===== config.mk =====
export PLATFORM = sky130hd
export DESIGN_NAME = fpu_result_queue
export DESIGN_NICKNAME = d
export VERILOG_FILES = /design/src/rtl/fpu_pkg.sv /design/src/rtl/fpu_resq_credit.sv /design/src/rtl/fpu_result_queue.sv
export SDC_FILE = /design/constraint.sdc
export NUM_CORES = 1
export LEC_CHECK = 0
export CAP_MARGIN = 20
export CELL_PAD_IN_SITES_DETAIL_PLACEMENT = 2
export CELL_PAD_IN_SITES_GLOBAL_PLACEMENT = 2
export CORE_MARGIN = 2
export CORE_UTILIZATION = 40
export CTS_BUF_LIST = sky130_fd_sc_hd__clkbuf_16
export DETAILED_ROUTE_END_ITERATION = 8
export GPL_TIMING_DRIVEN = 0
export PLACE_DENSITY_LB_ADDON = 0.1
export SLEW_MARGIN = 20
export SYNTH_ARGS = -nofsm -noshare
export SYNTH_HDL_FRONTEND = slang
export SYNTH_SLANG_ARGS = --single-unit

===== constraint.sdc =====
create_clock -name I_Clk -period 2.5 [get_ports I_Clk]
set_input_delay 0.25 -clock I_Clk [delete_from_list [all_inputs] [get_ports I_Clk]]
set_output_delay 0.25 -clock I_Clk [all_outputs]
set_load 0.005 [all_outputs]

===== src/rtl/fpu_pkg.sv =====
// Shared types and sizing helpers for the FPU result queue.
// The count width must hold DEPTH itself, hence depth+1 states.
package fpu_pkg;

  localparam int FPU_DATA_WIDTH = 32;
  localparam int RESQ_DEPTH_DEF = 8;

  typedef logic [FPU_DATA_WIDTH-1:0] fpu_res_t;

  function automatic int resq_cw(input int depth);
    return $clog2(depth + 1);
  endfunction

endpackage


===== src/rtl/fpu_resq_credit.sv =====
// Credit tracker: in-flight op counter, registered issue-ok decode, and issue/orphan-result error terms.
// Zero-cycle error terms; issue_ok depends on registered state only, so issue logic sees no input loop.
module fpu_resq_credit
  import fpu_pkg::*;
#(
  parameter  int DEPTH = RESQ_DEPTH_DEF,
  localparam int CW    = resq_cw(DEPTH)
) (
  input  logic          I_Clk,
  input  logic          I_nReset,
  input  logic          issue,
  input  logic          res_valid,
  input  logic [CW-1:0] count,
  output logic          issue_ok,
  output logic          issue_err,
  output logic          orphan
);

  logic [CW-1:0] inflight_q;
  logic [CW:0]   sum;
  logic [CW:0]   inflight_nxt;

  assign sum       = {1'b0, count} + {1'b0, inflight_q};
  assign issue_ok  = (sum < (CW+1)'(DEPTH));
  assign issue_err = issue & ~issue_ok;
  // A result with nothing outstanding cannot belong to any op, even one issued this cycle.
  assign orphan    = res_valid & (inflight_q == '0);

  always_comb begin
    inflight_nxt = {1'b0, inflight_q} + (CW+1)'(issue);
    if (res_valid && !orphan) begin
      inflight_nxt = inflight_nxt - (CW+1)'(1);
    end
    if (inflight_nxt > (CW+1)'(DEPTH)) begin
      inflight_nxt = (CW+1)'(DEPTH);
    end
  end

  always_ff @(posedge I_Clk or negedge I_nReset) begin
    if (!I_nReset) begin
      inflight_q <= '0;
    end else begin
      inflight_q <= inflight_nxt[CW-1:0];
    end
  end

endmodule


===== src/rtl/fpu_result_queue.sv =====
// FWFT queue behind the non-stallable FPU pipe; 1-cycle latency (0 with FPU_RESQ_BYPASS_EN), pipe throttled by credits.
// Downstream stalls via I_Ready; the pipe itself is never stalled, O_Issue_Ok gates new issues instead.
module fpu_result_queue
  import fpu_pkg::*;
#(
  parameter  int DATA_WIDTH = 32,
  parameter  int DEPTH      = RESQ_DEPTH_DEF,
  localparam int CW         = resq_cw(DEPTH),
  localparam int PW         = $clog2(DEPTH)
) (
  input  logic                  I_Clk,
  input  logic                  I_nReset,
  input  logic                  I_Issue,
  output logic                  O_Issue_Ok,
  input  logic                  I_Res_Valid,
  input  logic [DATA_WIDTH-1:0] I_Res_Data,
  output logic                  O_Valid,
  output logic [DATA_WIDTH-1:0] O_Data,
  input  logic                  I_Ready,
  output logic [CW-1:0]         O_Count,
  output logic                  O_Err
);

  logic [DATA_WIDTH-1:0] mem [DEPTH];
  logic [PW-1:0]         wr_ptr;
  logic [PW-1:0]         rd_ptr;
  logic [CW-1:0]         count_q;
  logic                  err_q;

  logic issue_err;
  logic orphan;
  logic accept;
  logic stored_vld;
  logic full;
  logic pop;
  logic push;
  logic overflow;
  logic wr_en;
  logic bypass_take;

  fpu_resq_credit #(
    .DEPTH (DEPTH)
  ) u_credit (
    .I_Clk     (I_Clk),
    .I_nReset  (I_nReset),
    .issue     (I_Issue),
    .res_valid (I_Res_Valid),
    .count     (count_q),
    .issue_ok  (O_Issue_Ok),
    .issue_err (issue_err),
    .orphan    (orphan)
  );

  assign accept     = I_Res_Valid & ~orphan;
  assign stored_vld = (count_q != '0);
  assign full       = (count_q == CW'(DEPTH));
  assign pop        = stored_vld & I_Ready;

`ifdef FPU_RESQ_BYPASS_EN
  logic bypass;
  assign bypass      = accept & ~stored_vld;
  assign bypass_take = bypass & I_Ready;
  assign O_Valid     = stored_vld | bypass;
  assign O_Data      = bypass ? I_Res_Data : mem[rd_ptr];
`else
  assign bypass_take = 1'b0;
  assign O_Valid     = stored_vld;
  assign O_Data      = mem[rd_ptr];
`endif

  // When full, a same-cycle pop frees the head slot that wr_ptr already points at.
  assign push     = accept & ~bypass_take;
  assign overflow = push & full & ~pop;
  assign wr_en    = push & ~overflow;

  always_ff @(posedge I_Clk or negedge I_nReset) begin
    if (!I_nReset) begin
      for (int i = 0; i < DEPTH; i++) begin
        mem[i] <= '0;
      end
      wr_ptr  <= '0;
      rd_ptr  <= '0;
      count_q <= '0;
    end else begin
      if (wr_en) begin
        mem[wr_ptr] <= I_Res_Data;
        wr_ptr      <= wr_ptr + PW'(1);
      end
      if (pop) begin
        rd_ptr <= rd_ptr + PW'(1);
      end
      case ({wr_en, pop})
        2'b10:   count_q <= count_q + CW'(1);
        2'b01:   count_q <= count_q - CW'(1);
        default: count_q <= count_q;
      endcase
    end
  end

  always_ff @(posedge I_Clk or negedge I_nReset) begin
    if (!I_nReset) begin
      err_q <= 1'b0;
    end else begin
      err_q <= err_q | issue_err | orphan | overflow;
    end
  end

  assign O_Count = count_q;
  assign O_Err   = err_q;

endmodule

# Yosys cells after proc, flatten, opt, wreduce, memory -nomap -nowiden
# Index checks and enable logic that the tools add are counted.
word_totals:
  register_bits: 271
  out_inout_bits: 39
  input_bits: 37
  wordCells: 59
classes:
  muxes: 9
  eq_ne: 3
  reduce_logical: 6
  addsub: 7
  n_bitwise: 16
  magnitude_cmp: 5
op_table:
  columns: ["op", "count"]
  rows:
  - ["$bwmux 256", 1]
  - ["$bmux 32 s3", 1]
  - ["$demux 32 s3", 1]
  - ["$mux 32", 3]
  - ["$ge 4x4->1 const B", 2]
  - ["$not 3->4", 2]
  - ["$pmux 4 s2", 1]
  - ["$and 1x1->1", 7]
  - ["$add 3x1->3 const B", 2]
  - ["$add 4x1->5", 1]
  - ["$add 4x4->5", 1]
  - ["$gt 5x4->1 const B", 1]
  - ["$lt 5x4->1 const B", 1]
  - ["$mux 5", 1]
  - ["$sub 5x1->5 const B", 1]
  - ["$add 4x1->4 const B", 1]
  - ["$eq 4x4->1 const B", 1]
  - ["$logic_not 4->1", 1]
  - ["$lt 4x1->1 const B", 1]
  - ["$mux 4", 1]
  - ["$not 1->1", 4]
  - ["$reduce_bool 4->1", 1]
  - ["$sub 4x1->4 const B", 1]
  - ["$or 1x1->1", 3]
  - ["other kinds (5)", 6]

# Logic depth before layout (Yosys ltp)
# Gate-level depths: netlist of run 1.
depth:
  word_depth: 10
  ltp_mapped: 11
  depth_no_buf: 10

# By module
# From an unflattened synthesis of run 1, not the netlist that was laid out.
hier_totals:
  hier_cells: 763
  area_unflattened_um2: 12764.7
modules_own_cells:
  columns: ["mod", "n_inst", "cells_each", "area_per_inst_um2"]
  rows:
  - ["fpu_result_queue", 1, 719, 12326.8]
  - ["fpu_resq_credit", 1, 44, 437.9]

# Worst setup path before layout of run 1
# OpenSTA, ideal clock, no wires.
synth_path:
  kind: "reg-to-reg"
  start: "reg count_q[1], in the netlist O_Count[1]"
  end: "reg count_q[2], in the netlist O_Count[2]"
  path_buffers: 1
  synth_period_minus_slack_ns: 2.472
  path_slack_ns: 0.028
  stages_incl_launch_ff: 12
  t_arrival_ns: 2.343
  path_cell_list: "dfrtp_1 buf_2 or4_1 nand2_1 inv_1 ha_1 xor2_1 ha_1 a21oi_1 xor2_1 nor2_1 xor2_1"
synth_via:
  elab_chain_len: 8
  elab_cells_between_ends: 14
  cone_classes: "2 x add/sub; 3 x eq/ne; 1 x mux; 6 x bitwise; 2 x reduce/logical"
synth_rtl:
  columns: ["element", "line", "source"]
  rows:
  - ["start, declared", "fpu_result_queue.sv:27", "logic [CW-1:0] count_q;"]
  - ["start signal, assigned", "fpu_result_queue.sv:93", "2'b10: count_q <= count_q + CW'(1);"]
  - ["start signal, assigned", "fpu_result_queue.sv:94", "2'b01: count_q <= count_q - CW'(1);"]
  - ["start signal, assigned", "fpu_result_queue.sv:95", "default: count_q <= count_q;"]
  - ["$reduce_bool 4->1 (*)", "fpu_result_queue.sv:55", "assign stored_vld = (count_q != '0);"]
  - ["net O_Valid", "fpu_result_queue.sv:17", "output logic O_Valid,"]
  - ["$and 1x1->1 (*)", "fpu_result_queue.sv:57", "assign pop = stored_vld & I_Ready;"]
  - ["net pop", "fpu_result_queue.sv:35", "logic pop;"]
  - ["$not 1->1", "fpu_result_queue.sv:73", "assign overflow = push & full & ~pop;"]
  - ["$and 1x1->1", "fpu_result_queue.sv:73", null]
  - ["$not 1->1", "fpu_result_queue.sv:74", "assign wr_en = push & ~overflow;"]
  - ["$and 1x1->1", "fpu_result_queue.sv:74", null]
  - ["$eq 2x1->1 / $eq 2x2->1 (equally long branches)", "fpu_result_queue.sv:92", "case ({wr_en, pop})"]
  - ["$pmux 4 s2 / $reduce_bool 2->1 (equally long branches)", null, null]
# Mark *: on every way through the listed nets, which the timed path passes. The rest lies on a longest branch.
# A chain may end at the register's enable or synchronous reset.

# Worst setup path after layout of run 1
layout_path:
  start: "reg rd_ptr[0]"
  end: "out O_Data[3]"
layout_via:
  elab_chain_len: 4
layout_rtl:
  columns: ["element", "line", "source"]
  rows:
  - ["start, declared", "fpu_result_queue.sv:26", "logic [PW-1:0] rd_ptr;"]
  - ["start signal, assigned", "fpu_result_queue.sv:90", "rd_ptr <= rd_ptr + PW'(1);"]
  - ["$not 3->4 (implied by the code)", "fpu_result_queue.sv:68", "assign O_Data = mem[rd_ptr];"]
  - ["$bmux 32 s3", "fpu_result_queue.sv:68", null]
  - ["$mux 32 (implied by the code) (2 in series)", "fpu_result_queue.sv:68", null]
  - ["end, declared", "fpu_result_queue.sv:18", "output logic [DATA_WIDTH-1:0] O_Data,"]
# Every way passes these cells. The select of a mux whose other input is x is not followed.

==> metrics list, run 1 <==
- Fraction of the yosys area taken by sequential cells: 0.5408
* Number of detailed-route iterations in the first pass: 4
- Number of antenna violations at the first check in global routing: 0
- Effective utilization at floorplan: 0.4078
* Worst hold path type: in2async
- The worst register-to-register path ends at O_Count[2]$_DFFE_PN0P_.
- Width of the die: around 180 um
* FF-to-FF setup slack: 0.10 ns
- Across all hold checks on the routed design, the worst slack comes to around 0.21 ns.
* Share of the synthesized area in the top cell type: 0.5408
- The analysis attributes to cell leakage a power of about 6.7 nW.
- Dominant cells by area after synthesis: sky130_fd_sc_hd__dfrtp_1, sky130_fd_sc_hd__mux2_2, sky130_fd_sc_hd__mux4_2
- In this run the deepest clock path goes through 3 buffers.
* Antenna diodes: 0
* Count of endpoints failing setup in the final report: 30
* Startpoint Class: flip-flop
* Power density relative to cell area: roughly 1500 nW/um^2
* Most common library cells after synthesis: sky130_fd_sc_hd__mux2_2, sky130_fd_sc_hd__dfrtp_1, sky130_fd_sc_hd__mux4_2
- Synthesized area per cell: around 16 um^2
- The worst pin sits at a relative slew slack of 0.6193.
* Slew Viols, Final: 0
* Final net count: 984
* Yosys reg bits: around 270
* Required time of the critical path: about 2.3 ns
- Of all nets on the critical path, the largest fanout is 5.
- The tool flagged a number of max-cap violations equal to 0.
- Synthesized cell area: 12540 um^2
- Share of async-settable or async-resettable flops after synthesis: 1.000
- Library cell with the largest summed area after synthesis: sky130_fd_sc_hd__dfrtp_1
* Number of cells on the worst reg-to-reg path: 11
- Number of clock sinks: between 200 and 300
- Post-route standard cell area excluding fillers: 15580 um^2
- In this run the clock root is driven by a sky130_fd_sc_hd__clkbuf_16.
* Std-Cell Core Area: approximately 30000 um^2
* Met1 track demand over resource in global routing: 0.2831
- When the netlist entered floorplanning its net count stood at approximately 800.
- The via count of the first global-routing pass is 8766.
- Wire length of the first global-routing pass: 53960 um
- Clock network latency to the later pin of the worst-skew pair: 0.57 ns
- The netlist uses between 40 and 50 different library cells.
- The first routing iteration left 258 violations.
* Reg power frac: 0.343
- Among all flip-flop cells after synthesis, the most frequent one is sky130_fd_sc_hd__dfrtp_1.
* Clock transition at the register clock pins on the worst setup and hold paths after CTS: ~0.060 ns
* Fraction of layout instances using a drive strength above 1: 0.5607
* Crit Path Category: reg2out
* Violations in the final reports: negative setup slack
- Across every metal layer, demand over resource in global routing totals 0.2146.
- After detailed placement, the total cell area comes to between 10000 and 15000 um^2.
* Setup crit end kind: output pin
* Clock power share: 0.183
- Combinational cell fraction of total power: 0.473
- Derived from the worst setup path, the maximum achievable clock frequency is 380.0 MHz.
- Sw Pwr: about 0.0073 W
- Layout-stage area growth over the synthesis result: 24.25%
- After floorplanning, the core was divided into 64 placement rows.
- For this run the aggregate overflow at the end of global routing stands at 0.
- Cell internal power was estimated by the tool at 0.01578 W.
* Final critical delay including setup and external delays: roughly 2.6 ns
- The run finished, with violations left.
* Vias: 7365
- The hold violation count in the final report is 0.
* Reg2reg start: O_Count[1]$_DFFE_PN0P_
- Dividing the final minimum period by the clock period gives 1.053.
* CTS tree: yes
- Total wire length after detailed routing: between 30000 and 40000 um
- DP HPWL: roughly 21000 um
- Detail-routed net length per standard cell: 25.48 um
* Busiest grt layer: met2
- Residual DRC: 0
* Top Ports: 76
- Fraction of met3 tracks used by global routing: 0.02903
- In this run the remaining antenna-violating nets after routing total 0.
- Entering global routing, the biggest net connects around 110 pins.
* Count of warnings emitted by yosys: 0
- During placement, the flow inserted port buffers numbering 75.
- Across all setup checks in the final design, the least slack found is -0.1313 ns.
* Worst path arrival time: approximately 2.4 ns
* Drt via density: ~5.4
- H-Tree Depth: 1
* Final clock skew: approximately 0.0095 ns
* Die area: ~33000 um^2
- Switching power share of the total: 0.3174
* Post-synth EDFFs: 0
* Synthesized instance count: slightly below 800
- The die is around 180 um tall.
* Total Power: roughly 0.023 W
- Worst IR Drop VDD: approximately 0.68 mV
- At the pin with the least slew margin, the transition time is 0.5710 ns.
* GP Congestion: ~0.73
- At the placement stage, the worst setup path has a slack of -0.6334 ns.
* Most instantiated library cell after synthesis: sky130_fd_sc_hd__mux2_2
- Clock tree synthesis inserted a total of 31 buffers.
- For met2 alone, demand over resource in global routing was 0.3794.
* RSZ-0062 raised after global routing: yes
-- state kept, by name (all words and copies together), names as in the netlist --
register / cells
O_Count: 4
O_Err: 1
mem: 256
rd_ptr: 3
u_credit.inflight_q: 4
wr_ptr: 3
-- worst max path at each step --
stage | startpoint | to | slack, ns | cells past startpoint
after floorplan | O_Count[1]$_DFFE_PN0P_ | O_Count[2]$_DFFE_PN0P_ | 0.03 | 11
after global placement | I_nReset | mem[25]$_DFFE_PN0P_ | -9.71 | 1
after detailed placement | rd_ptr[1]$_DFFE_PN0P_ | O_Data[15] | -0.63 | 5
after CTS | rd_ptr[0]$_DFFE_PN0P_ | O_Data[2] | -0.36 | 8
after global routing | rd_ptr[0]$_DFFE_PN0P_ | O_Data[5] | -0.21 | 7
final | rd_ptr[0]$_DFFE_PN0P_ | O_Data[3] | -0.13 | 7
-- metal layers --
| layer | up-vias | share of wire |
|---|---|---|
| met3 | 44 | 0.026 |
| li1 | 3225 | - |
| met2 | 102 | 0.52 |
| met1 | 3994 | 0.43 |
| met5 | - | 0 |
| met4 | 0 | 0.020 |
-- cell type report --
cell class / count / area (um^2)
plain buffers: 50 / 496.7
clock buffers: 31 / 775.7
clock inverters: 22 / 153.9
fillers: 2759 / 15170
inverters: 6 / 22.52
multi-input cells: 449 / 5605
flip-flops and latches: 271 / 6785
well taps: 396 / 495.5
repair buffers: 127 / 1247
-- critical path, cell delays in order (launching register included) --
cell and delay [ns]:
sky130_fd_sc_hd__dfrtp_2 0.41, sky130_fd_sc_hd__buf_12 0.15, sky130_fd_sc_hd__buf_12 0.15, sky130_fd_sc_hd__buf_16 0.14, sky130_fd_sc_hd__buf_8 0.10, sky130_fd_sc_hd__mux4_2 0.48, sky130_fd_sc_hd__mux2_4 0.27, sky130_fd_sc_hd__clkbuf_2 0.11
-- repair_timing --
item / in CTS / in global routing
cloned: 2 / 2
endpoints found under the hold margin: 59 / 0
resized for setup: 170 / 70
pin swaps: 2 / 1
hold buffers: 1 / 0
buffers inserted: 17 / 33
endpoints found under the setup margin: 123 / 97
-- power groups by stage --
stage,combinational [W],clock [W],sequential [W]
CTS,0.0106,0.00434,0.00789
global route,0.0118,0.00452,0.00822
global placement,0.00911,0,0.00759
detailed placement,0.00955,0,0.00790
finish,0.0109,0.00424,0.00793
floorplan,0.00637,0,0.00737
-- placed cells by master (no fill, tap or decap), types with 8 or more instances in the layout --
cell                              instances
sky130_fd_sc_hd__mux4_2                  64
sky130_fd_sc_hd__mux2_1                  11
sky130_fd_sc_hd__clkbuf_2                18
sky130_fd_sc_hd__clkdlybuf4s50_1         41
sky130_fd_sc_hd__buf_4                   41
sky130_fd_sc_hd__inv_1                   10
sky130_fd_sc_hd__ha_1                     8
sky130_fd_sc_hd__dfrtp_1                268
sky130_fd_sc_hd__mux2_2                 257
sky130_fd_sc_hd__mux2_4                  23
sky130_fd_sc_hd__clkbuf_16               34
sky130_fd_sc_hd__xnor2_1                 10
sky130_fd_sc_hd__buf_2                   11
sky130_fd_sc_hd__nand2_1                 10
sky130_fd_sc_hd__buf_6                   27
-- logic make-up after synthesis --
family / count (synthesis) / synth area share
AO/OA/AOI/OAI: 23 / 0.01517
adder cells (fa/ha/maj): 11 / 0.01097
buffers and inverters: 56 / 0.02365
multiplexers: 355 / 0.3762
AND/OR/NAND/NOR: 43 / 0.02135
flip-flops: 271 / 0.5408
XOR/XNOR: 17 / 0.01187
-- through the flow --
stage | utilization | TNS, ns | instances
after floorplan | - | 0 | 776
after global placement | 0.4484 | -2661.84 | 1247
after detailed placement | 0.4503 | -58.92 | 1249
after CTS | 0.4975 | -5.306 | 1322
after global routing | 0.5068 | -3.823 | 1352
final | 0.5068 | -1.735 | 1352
Note: power is estimated with default switching activity, not from simulation.
==> run 2: changes to the inputs <==
--- a/config.mk
+++ b/config.mk
@@ -13,6 +13,7 @@
 export CTS_BUF_LIST = sky130_fd_sc_hd__clkbuf_16
 export DETAILED_ROUTE_END_ITERATION = 8
 export GPL_TIMING_DRIVEN = 0
+export HOLD_SLACK_MARGIN = 0.05
 export PLACE_DENSITY_LB_ADDON = 0.1
 export SLEW_MARGIN = 20
 export SYNTH_ARGS = -nofsm -noshare
==> results of run 2 <==
Same layout as run 1: the final DEF is identical, and so are final timing and power.
==> run 3: changes to the inputs <==
--- a/config.mk
+++ b/config.mk
@@ -8,13 +8,14 @@
 export CAP_MARGIN = 20
 export CELL_PAD_IN_SITES_DETAIL_PLACEMENT = 2
 export CELL_PAD_IN_SITES_GLOBAL_PLACEMENT = 2
-export CORE_MARGIN = 2
+export CORE_MARGIN = 1.5
 export CORE_UTILIZATION = 40
 export CTS_BUF_LIST = sky130_fd_sc_hd__clkbuf_16
 export DETAILED_ROUTE_END_ITERATION = 8
 export GPL_TIMING_DRIVEN = 0
 export HOLD_SLACK_MARGIN = 0.05
 export PLACE_DENSITY_LB_ADDON = 0.1
+export REMOVE_ABC_BUFFERS = 1
 export SLEW_MARGIN = 20
 export SYNTH_ARGS = -nofsm -noshare
 export SYNTH_HDL_FRONTEND = slang
==> metrics list, run 3 (synthesis gave the netlist of run 1 again) <==
* Run status: finished, violations left
- The final reports fail on negative setup slack.
- In the final layout, the share of cells above drive strength 1 is 0.5640.
* Post-layout worst setup margin: -0.1136 ns
* Worst IR Drop VDD: 0.7375 mV
- The floorplan has 64 rows.
- The routed layout has between 7000 and 8000 vias.
* Final net count: approximately 960
* Total Power: 0.02295 W
- The area growth from synthesis to layout is 24.66%.
- Final period utilization: 1.045
- Across the routed clock network, the largest skew measured is between 0.03 and 0.04 ns.
* Peak per-stage delay on the critical path: around 0.51 ns
* Root buffer cell: sky130_fd_sc_hd__clkbuf_16
- The tool flagged a number of max-cap violations equal to 0.
* Wire length of the first global-routing pass: ~54000 um
- In this run, CTS created clock tree buffers numbering 30.
* Flip-flop count of the largest register, all copies and words added: ~260
- The number of max-slew violations in the final report came to 0.
- The total area inside the core boundary comes to ~30000 um^2.
- Maximum number of pins on one net before global-route repair: 88
* Cell at the slowest stage of the critical path: sky130_fd_sc_hd__dfrtp_4
- RSZ-0062 raised after global routing: yes
- The worst setup path is captured at an output pin.
- TritonCTS built the clock tree.
- Count of endpoints failing setup in the final report: 26
- DP HPWL: between 20000 and 25000 um
- Die area: about 32000 um^2
- The via count of the first global-routing pass came to around 8800.
- Cell breakdown of the critical path: buf_16 -> buf_8 -> buf_6 -> mux4_2 -> mux2_4 -> buf_6
* Die span in y: around 180 um
- The cell that appears most often on the critical path is sky130_fd_sc_hd__buf_6.
- The congestion estimate from routability-driven global placement came to roughly 0.76.
- Effective utilization at floorplan: 0.4078
- After detailed routing, the average wire length per cell comes to ~26 um.
- More flip-flops sit in one register than any other, and that register is mem.
* Relative slew margins: 0.4322
* Worst hold path type: in2async
- Dividing total power by cell area gives a power density of between 1000 and 1500 nW/um^2.
- At the pin with the least slew margin, the transition time is between 0.8 and 0.9 ns.
- For the worst setup path, the data required time is about 2.3 ns.
- Clock network latency to the later pin of the worst-skew pair: between 0.5 and 0.6 ns
- The hold violation count in the final report is 0.
* Global-route usage over all layers: 0.2162
- The number of antenna violations at the first check in global routing is 2.
- After detailed routing, the number of remaining DRC violations is 0.
* Post-route worst hold slack: 0.1856 ns
* Layout fillers: ~2700
- Global route overflow: 0
- In the layout the commonest cells are sky130_fd_sc_hd__dfrtp_1, sky130_fd_sc_hd__mux2_2, sky130_fd_sc_hd__mux4_2, sky130_fd_sc_hd__clkdlybuf4s50_1.
- Derived from the worst setup path, the maximum achievable clock frequency is 382.6 MHz.
* Total leakage power: roughly 6.7 nW
- The smallest clock period supported by the final layout is computed as ~2.6 ns.
- 76 I/O pins were placed.
* Port Buffers: 75
- Number of clock sinks: 271
* Width of the die: approximately 180 um
- Data arrives at the worst endpoint at ~2.4 ns.
* Final antenna-violating net count: 0
- In this run the worst path has a maximum fanout of 6.
* Number of DRC markers after the initial detailed-route iteration: roughly 280
- Crit Path Category: reg2out
* H-Tree Depth: 1
* Total wire length after detailed routing: about 34000 um
* Number of detailed-route iterations in the first pass: 6
- The worst setup path is launched from a flip-flop.
- The clock passes through at most 3 buffers.
- Clock-pin slew was measured on the worst setup and hold paths at 0.07 ns.
- Leaving out fill and tap cells, the most frequent cell in the layout is sky130_fd_sc_hd__dfrtp_1.
* Drt via density: 5.493
[run 3: what timing repair did]
item,4_1_cts,5_1_grt
cloned,5,1
hold buffers,1,0
endpoints found under the hold margin,126,0
pin swaps,6,3
buffers inserted,33,20
endpoints found under the setup margin,246,115
gates resized for setup,146,49
[run 3: routing by layer]
layer / track usage / share of wire / up-vias
met5: 0 / 0 / -
li1: - / - / 3170
met1: 0.2864 / 0.44 / 3996
met2: 0.3812 / 0.51 / 121
met4: 0.04605 / 0.021 / 0
met3: 0.02829 / 0.031 / 46
[run 3: cell type report]
class	instances	area, um^2	area share
well taps	396	495.5	0.03169
repair buffers	156	1734	0.1109
multi-input cells	449	5637	0.3605
clock buffers	31	775.7	0.04962
clock inverters	25	165.2	0.01056
diodes	1	2.502	0.0001601
flip-flops and latches	271	6802	0.4351
inverters	6	22.52	0.001441
[run 3: worst paths after layout]
check / start / slack, ns / cells past startpoint / endpoint
worst max-delay path: rd_ptr[0]$_DFFE_PN0P_ / -0.11 / 6 / O_Data[22]
worst min-delay path: I_nReset / 0.19 / 2 / u_credit.inflight_q[2]$_DFF_PN0_
worst max register to register: u_credit.inflight_q[3]$_DFF_PN0_ / 0.08 / 7 / mem[133]$_DFFE_PN0P_
worst min register to register: mem[105]$_DFFE_PN0P_ / 0.49 / 1 / mem[105]$_DFFE_PN0P_
max in group asynchronous: I_nReset / 0.83 / 5 / mem[156]$_DFFE_PN0P_
min in group I_Clk: I_Ready / 0.38 / 3 / rd_ptr[0]$_DFFE_PN0P_
[run 3: report_power, final]
part           internal [W]  switching (W)  total [W]
combinational       0.00663        0.00392     0.0106
clock               0.00244        0.00177    0.00421
sequential          0.00663        0.00156    0.00819
[run 3: worst max-delay path: cells and delay by family (launching register included)]
family | cells | cell delay, ns
muxes | 2 | 0.74
buffers and inverters | 4 | 0.55
DFF | 1 | 0.51
[run 3: per-stage QoR]
| stage | TNS (ns) | instances | setup slack [ns] | instance area (um^2) | util |
|---|---|---|---|---|---|
| after floorplan | -74.85 | 726 | -1.278 | 12270 | - |
| after global placement | -3161.70 | 1197 | -9.629 | 13510 | 0.4395 |
| after detailed placement | -84.90 | 1227 | -0.7042 | 14000 | 0.4554 |
| after CTS | -5.412 | 1320 | -0.2686 | 15600 | 0.5074 |
| after global routing | -3.481 | 1334 | -0.1623 | 15630 | 0.5083 |
| final | -1.754 | 1335 | -0.1136 | 15630 | 0.5084 |
